$ cat config.mk
export PLATFORM = sky130hd
export DESIGN_NAME = alu_issue
export DESIGN_NICKNAME = d
export VERILOG_FILES = /design/src/rtl/alu_issue.sv
export SDC_FILE = /design/constraint.sdc
export NUM_CORES = 1
export LEC_CHECK = 0
export CORE_MARGIN = 10
export CORE_UTILIZATION = 45
export DETAILED_ROUTE_END_ITERATION = 8
export GPL_TIMING_DRIVEN = 0
export PLACE_DENSITY = 0.72
export SLEW_MARGIN = 20
export SYNTH_ARGS = -nofsm -noshare
export SYNTH_HDL_FRONTEND = slang
export SYNTH_SLANG_ARGS = --single-unit
$ cat constraint.sdc
create_clock -name clk -period 6.41 [get_ports clk]
set_clock_uncertainty 0.2 [all_clocks]
set_input_delay 1.282 -clock clk [delete_from_list [all_inputs] [get_ports clk]]
set_output_delay 1.282 -clock clk [all_outputs]
set_load 0.01 [all_outputs]
$ cat src/rtl/alu_issue.sv
// ALU issue stage: decodes RV32I OP/OP-IMM into a one-hot ALU command with
// XLEN+1-bit operands and queues results in a 2-entry skid buffer toward execute.
package riscv;
  localparam int unsigned XLEN         = 32;
  localparam int unsigned NB_OPERATION = 5;
  localparam int unsigned ADD          = 0;
  localparam int unsigned SLT          = 1;
  localparam int unsigned AND          = 2;
  localparam int unsigned OR           = 3;
  localparam int unsigned XOR          = 4;
endpackage

module alu_issue
  import riscv::*;
(
  input  logic                    clk,
  input  logic                    reset_n,
  input  logic                    instr_valid_i,
  output logic                    instr_ready_o,
  input  logic [31:0]             instr_i,
  output logic [4:0]              rs1_adr_o,
  output logic [4:0]              rs2_adr_o,
  input  logic [XLEN-1:0]         rs1_rf_data_i,
  input  logic [XLEN-1:0]         rs2_rf_data_i,
  input  logic                    flush_i,
  output logic                    valid_o,
  input  logic                    ready_i,
  output logic [XLEN:0]           rs1_data_o,
  output logic [XLEN:0]           rs2_data_o,
  output logic                    alu_en_o,
  output logic [NB_OPERATION-1:0] cmd_o,
  output logic [4:0]              rd_adr_o,
  output logic                    illegal_o
);

  typedef struct packed {
    logic [XLEN:0]           op1;
    logic [XLEN:0]           op2;
    logic [NB_OPERATION-1:0] cmd;
    logic [4:0]              rd;
    logic                    illegal;
  } entry_t;

  logic [1:0] r_cnt;
  logic       r_rdy;
  entry_t     r_ent0, r_ent1;

  logic [1:0]              w_cnt_nxt;
  logic                    w_push, w_pop;
  logic [6:0]              w_opc, w_f7;
  logic [2:0]              w_f3;
  logic [XLEN-1:0]         w_a, w_b, w_rs2, w_imm;
  logic [XLEN:0]           w_ea, w_eb;
  logic                    w_is_op, w_is_imm, w_legal, w_sub, w_uns;
  logic [NB_OPERATION-1:0] w_cmd;
  entry_t                  w_new;

  assign rs1_adr_o = instr_i[19:15];
  assign rs2_adr_o = instr_i[24:20];
  assign w_opc     = instr_i[6:0];
  assign w_f3      = instr_i[14:12];
  assign w_f7      = instr_i[31:25];
  assign w_imm     = {{(XLEN-12){instr_i[31]}}, instr_i[31:20]};
  assign w_a       = (rs1_adr_o == 5'd0) ? '0 : rs1_rf_data_i;
  assign w_rs2     = (rs2_adr_o == 5'd0) ? '0 : rs2_rf_data_i;
  assign w_is_op   = (w_opc == 7'b0110011);
  assign w_is_imm  = (w_opc == 7'b0010011);

  always_comb begin
    w_cmd   = '0;
    w_sub   = 1'b0;
    w_uns   = 1'b0;
    w_legal = 1'b0;
    w_b     = w_is_imm ? w_imm : w_rs2;
    case (w_f3)
      3'b000: w_cmd[ADD] = 1'b1;
      3'b010: w_cmd[SLT] = 1'b1;
      3'b011: w_cmd[SLT] = 1'b1;
      3'b100: w_cmd[XOR] = 1'b1;
      3'b110: w_cmd[OR]  = 1'b1;
      3'b111: w_cmd[AND] = 1'b1;
      default: w_cmd = '0;
    endcase
    // SUB is the only OP encoding with a nonzero funct7; shifts have no cmd bit
    if (w_cmd != '0) begin
      w_legal = w_is_imm || (w_is_op && (w_f7 == 7'b0000000 ||
                (w_f3 == 3'b000 && w_f7 == 7'b0100000)));
    end
    w_uns = (w_f3 == 3'b011);
    w_sub = (w_f3 == 3'b010) || (w_f3 == 3'b011) ||
            (w_is_op && w_f3 == 3'b000 && w_f7 == 7'b0100000);
  end

  assign w_ea = w_uns ? {1'b0, w_a} : {w_a[XLEN-1], w_a};
  assign w_eb = w_uns ? {1'b0, w_b} : {w_b[XLEN-1], w_b};

  always_comb begin
    w_new         = '0;
    w_new.rd      = instr_i[11:7];
    w_new.illegal = ~w_legal;
    if (w_legal) begin
      w_new.op1 = w_ea;
      w_new.op2 = w_sub ? (~w_eb + {{XLEN{1'b0}}, 1'b1}) : w_eb;
      w_new.cmd = w_cmd;
    end
  end

  assign w_push = instr_valid_i & r_rdy & ~flush_i;
  assign w_pop  = (r_cnt != 2'd0) & ready_i;

  always_comb begin
    w_cnt_nxt = r_cnt;
    if (flush_i)              w_cnt_nxt = 2'd0;
    else if (w_push & ~w_pop) w_cnt_nxt = r_cnt + 2'd1;
    else if (w_pop & ~w_push) w_cnt_nxt = r_cnt - 2'd1;
  end

  always_ff @(posedge clk or negedge reset_n) begin
    if (!reset_n) begin
      r_cnt  <= 2'd0;
      r_rdy  <= 1'b0;
      r_ent0 <= '0;
      r_ent1 <= '0;
    end else begin
      r_cnt <= w_cnt_nxt;
      r_rdy <= (w_cnt_nxt != 2'd2);
      // head takes the new entry when it would otherwise be empty after this edge
      if (w_push && (r_cnt == 2'd0 || (r_cnt == 2'd1 && w_pop))) r_ent0 <= w_new;
      else if (w_pop && r_cnt == 2'd2)                           r_ent0 <= r_ent1;
      if (w_push && r_cnt == 2'd1 && !w_pop)                     r_ent1 <= w_new;
    end
  end

  assign instr_ready_o = r_rdy;
  assign valid_o       = (r_cnt != 2'd0);
  assign illegal_o     = valid_o & r_ent0.illegal;
  assign alu_en_o      = valid_o & ~r_ent0.illegal;
  assign rs1_data_o    = r_ent0.op1;
  assign rs2_data_o    = r_ent0.op2;
  assign cmd_o         = r_ent0.cmd;
  assign rd_adr_o      = r_ent0.rd;

endmodule

# After elaboration in Yosys (flattened, before gate mapping)

Index checks and enable logic that the tools add are counted.

Bits in registers: 157
Input bits: 101

Add/sub/neg operators: 3
Equal/unequal tests: 11
Mux-type cells: 18
Bitwise logic cells: 13
Reduce and logical (&&, ||, !) cells: 24

Operator list:

| cell                                                 | number |
|---|---|
| 2-to-1 mux 77 bit                                    | 2 |
| 2-to-1 mux 33 bit                                    | 3 |
| 2-to-1 mux 32 bit                                    | 3 |
| 2-to-1 mux 71 bit                                    | 1 |
| adder 33 x 1 -> 33 bit (second input constant)       | 1 |
| inverter 33 bit                                      | 1 |
| equality test 7 x 6 -> 1 bit (second input constant) | 2 |
| logical NOT 5 bit                                    | 2 |
| equality test 3 bit (second input constant)          | 3 |
| logical AND 1 bit                                    | 9 |
| AND 1 bit                                            | 7 |
| equality test 7 x 5 -> 1 bit (second input constant) | 1 |
| logical NOT 7 bit                                    | 1 |
| equality test 3 x 2 -> 1 bit (second input constant) | 2 |
| 2-to-1 mux 1 bit                                     | 6 |
| 2-to-1 mux 2 bit                                     | 3 |
| logical OR 1 bit                                     | 5 |
| inverter 1 bit                                       | 5 |
| nonzero test 5 bit                                   | 1 |
| nonzero test 2 bit                                   | 2 |
| logical NOT 3 bit                                    | 1 |
| adder 2 x 1 -> 2 bit (second input constant)         | 1 |
| equality test 2 x 1 -> 1 bit (second input constant) | 1 |
| equality test 2 bit (second input constant)          | 1 |
| 5 further kinds                                      | 5 |

# Depth between registers and ports, before layout

Word-level depth: 9
Mapped depth: 12
Mapped depth without buffers: 10

# Worst setup path before layout

Ideal clock, no wire load.

Path kind: input to register
Start point: input instr_i[5]
End point: register r_ent0, in the netlist rs2_data_o[22]
Setup time: 0.133 ns
Arrival: 3.848 ns
Required time: 6.077 ns
Slack: 2.229 ns
Cell stages on the path: 11
Buffers on the path: 1
Path through: or3b_1 > nor2_4 > nor2_1 > clkbuf_1 > a22oi_1 > ha_1 > o311ai_4 > a311o_4 > o211a_1 > o31ai_2 > a21oi_1

Word-level cells in the longest chain between the ends: 8
Elaborated cells on any way between the ends: 15
Classes of those cells: add/sub: 1; eq/ne: 2; mux: 6; bitwise: 1; reduce/logical: 5

RTL lines:

| element                      | RTL line | RTL |
|---|---|---|
| start, declared              | 20       | `input logic [31:0] instr_i,` |
| equality test 7 x 5 -> 1 bit | 67       | `assign w_is_imm = (w_opc == 7'b0010011);` |
| 2-to-1 mux 32 bit            | 74       | `w_b = w_is_imm ? w_imm : w_rs2;` |
| 2-to-1 mux 33 bit            | 95       | `assign w_eb = w_uns ? {1'b0, w_b} : {w_b[XLEN-1], w_b};` |
| inverter 33 bit              | 103      | `w_new.op2 = w_sub ? (~w_eb + {{XLEN{1'b0}}, 1'b1}) : w_eb;` |
| adder 33 x 1 -> 33 bit       | 103      |  |
| 2-to-1 mux 33 bit            | 103      |  |
| 2-to-1 mux 71 bit (*)        | 101      | `if (w_legal) begin` |
| 2-to-1 mux 77 bit (*)        | 128      | `if (w_push && (r_cnt == 2'd0 \|\| (r_cnt == 2'd1 && w_pop))) r_ent0 <= w_new;` |
| end signal, assigned         | 128      |  |
| end signal, assigned         | 129      | `else if (w_pop && r_cnt == 2'd2) r_ent0 <= r_ent1;` |
| end, declared                | 46       | `entry_t r_ent0, r_ent1;` |

Every way passes the cells marked *; elsewhere a longest branch is shown, timed or not.
A chain may end at the register's enable or synchronous reset.

# Worst setup path in the final report

Start point: input instr_i[5]
End point: register r_ent0, in the netlist rs2_data_o[20]

Same word-level chain as after synthesis.

==> key figures <==
Detailed routing
  • Drt total wl: 30100 um
  • Antenna viol nets, final: 0
  • Vias/cell: ~5.6
  • Wire length per cell: between 20 and 25 um
  • DRT iter0 DRCs: 771
  • Drt drc: 0
  • Vias post-DR: 8412
  • Router iterations before antenna repair: 6

Placed design
  • Post-DP HPWL: approximately 23000 um
  • GP Congestion: 0.983
  • Number of buffers added on ports: 189
  • Dpl cell area: between 10000 and 15000 um2

Finish
  • Post-layout util: 59.7%
  • Multi-input logic area: around 4300 um2
  • Register area: 3930 um2
  • Area Overhead vs Synth: 30.8%
  • Filler instances: around 1800
  • Share of cells above drive strength 1: 16.9%
  • Fin area: 12000 um2
  • Nets: approximately 1300

Timing
  • Slew @ Worst Pin: approximately 0.94 ns
  • Slew Limit Fails: 0
  • Final min period: 5.22 ns
  • FMAX: 0.192 GHz
  • RSZ-0062 raised after global routing: no
  • Endpoints failing setup: 0
  • Final Hold Vio Count: 0
  • Tcrit/Tclk final: 81.4%
  • Worst slew margin: a little under two fifths

Synthesis
  • Top_reg_cell synth: dfrtp_1
  • Synth Instances: 1005
  • Number of unique standard cell types used by synthesis: 87
  • Synth top area cells: dfrtp_1 (43%), nand2_1 (7.7%), buf_4 (7.3%)
  • Post-synth top area cell: dfrtp_1
  • Yosys reg bits: approximately 160
  • Post-Syn Area: 9210 um2
  • Async set-or-reset flop fraction in the synthesized netlist: 100%
  • Most frequent cell after synthesis: nand2_1
  • Register area share after synthesis: 42.6%
  • Post-Syn Area per Cell: 9.17 um2
  • Synth cell count leaders: nand2_1 (188), dfrtp_1 (157), o21ai_0 (95)
  • Ys Warns: 0
  • Post-synth EDFFs: 0
  • Top cell type's share of synthesized area: 42.6%
  • Synth Net Count: about 1100

Power and ir drop
  • Internal power: 0.00201 W
  • Maximum vdd drop: 194 uV
  • Logic pwr share: 28.0%
  • Overall power: just under 0.003 W
  • Sequential Power Share: 38.3%
  • NetSw: 0.000921 W
  • Sw frac: about a third
  • Power per cell area: 243 nW/um2
  • Clock power share: between 30% and 40%
  • Leak: 5.40 nW

Clocking
  • Clock Path Buffers: 2
  • Number of gates resized after cts: 0
  • Clock transition at path regs: ~0.07 ns
  • # hold bufs at CTS: 0
  • Htree depth: 4
  • Clk Latency, worst-skew pair: between 0.4 and 0.5 ns
  • CTS root buf: clkbuf_16
  • CTS Buf Count: 17
  • Postcts setup bufs: 0
  • CTS tree: done
  • Sink Count: 157

Status
  • Outcome: completed

GRT
  • Initial antenna violation count: 1
  • Global route overflow: 0
  • Number of global-route vias before repair: 8257
  • Pin count of the biggest net entering global routing: between 80 and 90
  • Total Routing Usage GR: roughly 22%
  • Global-route wire length before repair: about 46000 um

Worst setup path
  • Startpoint types: primary input
  • Critical Path RT: around 6.5 ns
  • Critical-path maximum fanout: 10
  • Critical-path top delay cell: clkdlybuf4s50_1
  • Worst Path Arrival: 5.30 ns
  • CP Cell Sequence: clkdlybuf4s50_1, or3b_1, nor2_4, nor2_1, clkbuf_1, a22oi_1, ha_1, o311ai_4, nor3_4, a211oi_1, a2111oi_1, o22ai_1
  • Critical Path End Type: flop
  • Critical Path Max Stage Delay: 0.58 ns
  • Setup Crit Path Kind: primary input to flop

Floorplan
  • Core area: roughly 20000 um2
  • Die Span Y: 163 um
  • Initial core utilization: 45.7%
  • Die area: about 27000 um2
  • Io pins: 191
  • Rows: 52
  • Die Wd: 163 um

Min path
  • Hold Path Class: flop to flop

Job
  • Maximum Capacitance Violations: 0
-- cell usage in the layout (no fill, tap or decap), drive strengths merged, types with 4 or more instances in the layout --
cell type / synthesis / routed
or4: 7 / 7
o22ai: 14 / 14
o21ai: 109 / 109
o2bb2ai: 4 / 4
clkbuf: 43 / 61
inv: 7 / 13
a22oi: 7 / 7
dfrtp: 157 / 157
ha: 4 / 4
xor2: 5 / 5
nand4: 7 / 7
and3: 8 / 8
nand3: 30 / 30
or3: 8 / 8
clkinv: 0 / 4
a21oi: 37 / 37
xnor2: 15 / 15
clkdlybuf4s50: 0 / 188
a31oi: 12 / 12
a211oi: 4 / 4
a22o: 8 / 8
mux2: 39 / 39
a221oi: 5 / 5
nand2: 189 / 189
o31ai: 10 / 10
buf: 105 / 107
nor2: 46 / 46
mux2i: 39 / 39
nor3: 18 / 18
nor4: 13 / 13
-- sequential cells by signal, indices dropped and copies added (netlist names) --
name           flops
rs2_data_o        33
rs1_data_o        33
r_ent0             1
r_ent1            77
rd_adr_o           5
r_cnt              2
instr_ready_o      1
cmd_o              5
-- layer usage --
| layer | vias up | GRT usage, % | wire, um |
|---|---|---|---|
| li1 | 3938 | - | - |
| met1 | 4055 | 29.0 | 13200 |
| met3 | 57 | 5.16 | 2310 |
| met5 | - | 0 | 0 |
| met4 | 0 | 7.42 | 815 |
| met2 | 362 | 34.7 | 13800 |
-- logic make-up (layout without fill, tap and decap cells) --
logic type / Yosys count / in the layout / share of synthesized area (%)
xor gates and xnor gates: 20 / 20 / 1.90
and+or+nand+nor: 342 / 342 / 17.6
DFF: 157 / 157 / 42.6
adders and majority gates: 4 / 4 / 0.543
other: 0 / 1 / 0
buffers and inverters: 155 / 377 / 10.3
AOI/OAI and AO/OA: 249 / 249 / 18.1
muxes: 78 / 78 / 9.00
-- worst paths after layout --
path	start	to	slack, ns	cells past startpoint
setup / recovery	instr_i[5]	rs2_data_o[20]	1.19	12
hold / removal	r_ent1[69]	r_ent1[69]	0.28	2
setup reg to reg	r_cnt[0]	rs2_data_o[4]	3.24	8
hold reg to reg	r_ent1[69]	r_ent1[69]	0.28	2
max in group asynchronous	reset_n	r_ent1[20]	4.56	2
min in group asynchronous	reset_n	r_ent1[53]	0.62	1
-- cell type report --
cell class	count	area share, %
Buffer	148	7.62
Timing Repair Buffer	190	16.0
Antenna cell	1	0.0208
Inverter	7	0.218
Sequential cell	157	32.6
Tap cell	270	2.80
Clock buffer	18	3.65
Clock inverter	14	1.09
Multi-Input combinational cell	693	36.0
-- critical path, delay by kind of cell --
kind / cells / cell delay (ns)
and+or+nand+nor: 4 / 1.30
buffers and inverters: 2 / 0.90
adders and majority gates: 1 / 0.38
AOI/OAI and AO/OA: 5 / 1.42
-- metrics by stage --
stage	hold WS [ns]	worst slack, ns	instances	setup TNS (ns)
2_1_floorplan	0.245	2.23	1005	0
3_3_place_gp	0.257	-2.60	1464	-403.75
3_5_place_dp	0.262	0.832	1465	0
4_1_cts	0.278	1.26	1497	0
5_1_grt	0.291	1.08	1497	0
6_report	0.277	1.19	1498	0
-- power by group through the flow --
| stage | registers, W | logic (W) | clock network (W) |
|---|---|---|---|
| finish | 0.00112 | 0.000821 | 0.000987 |
| global route | 0.00113 | 0.000884 | 0.00104 |
| CTS | 0.00112 | 0.000828 | 0.000994 |
| detailed placement | 0.00114 | 0.000824 | 0 |
| global placement | 0.00114 | 0.000813 | 0 |
| floorplan | 0.00113 | 0.000454 | 0 |
Power figures use the tool's default switching activity.
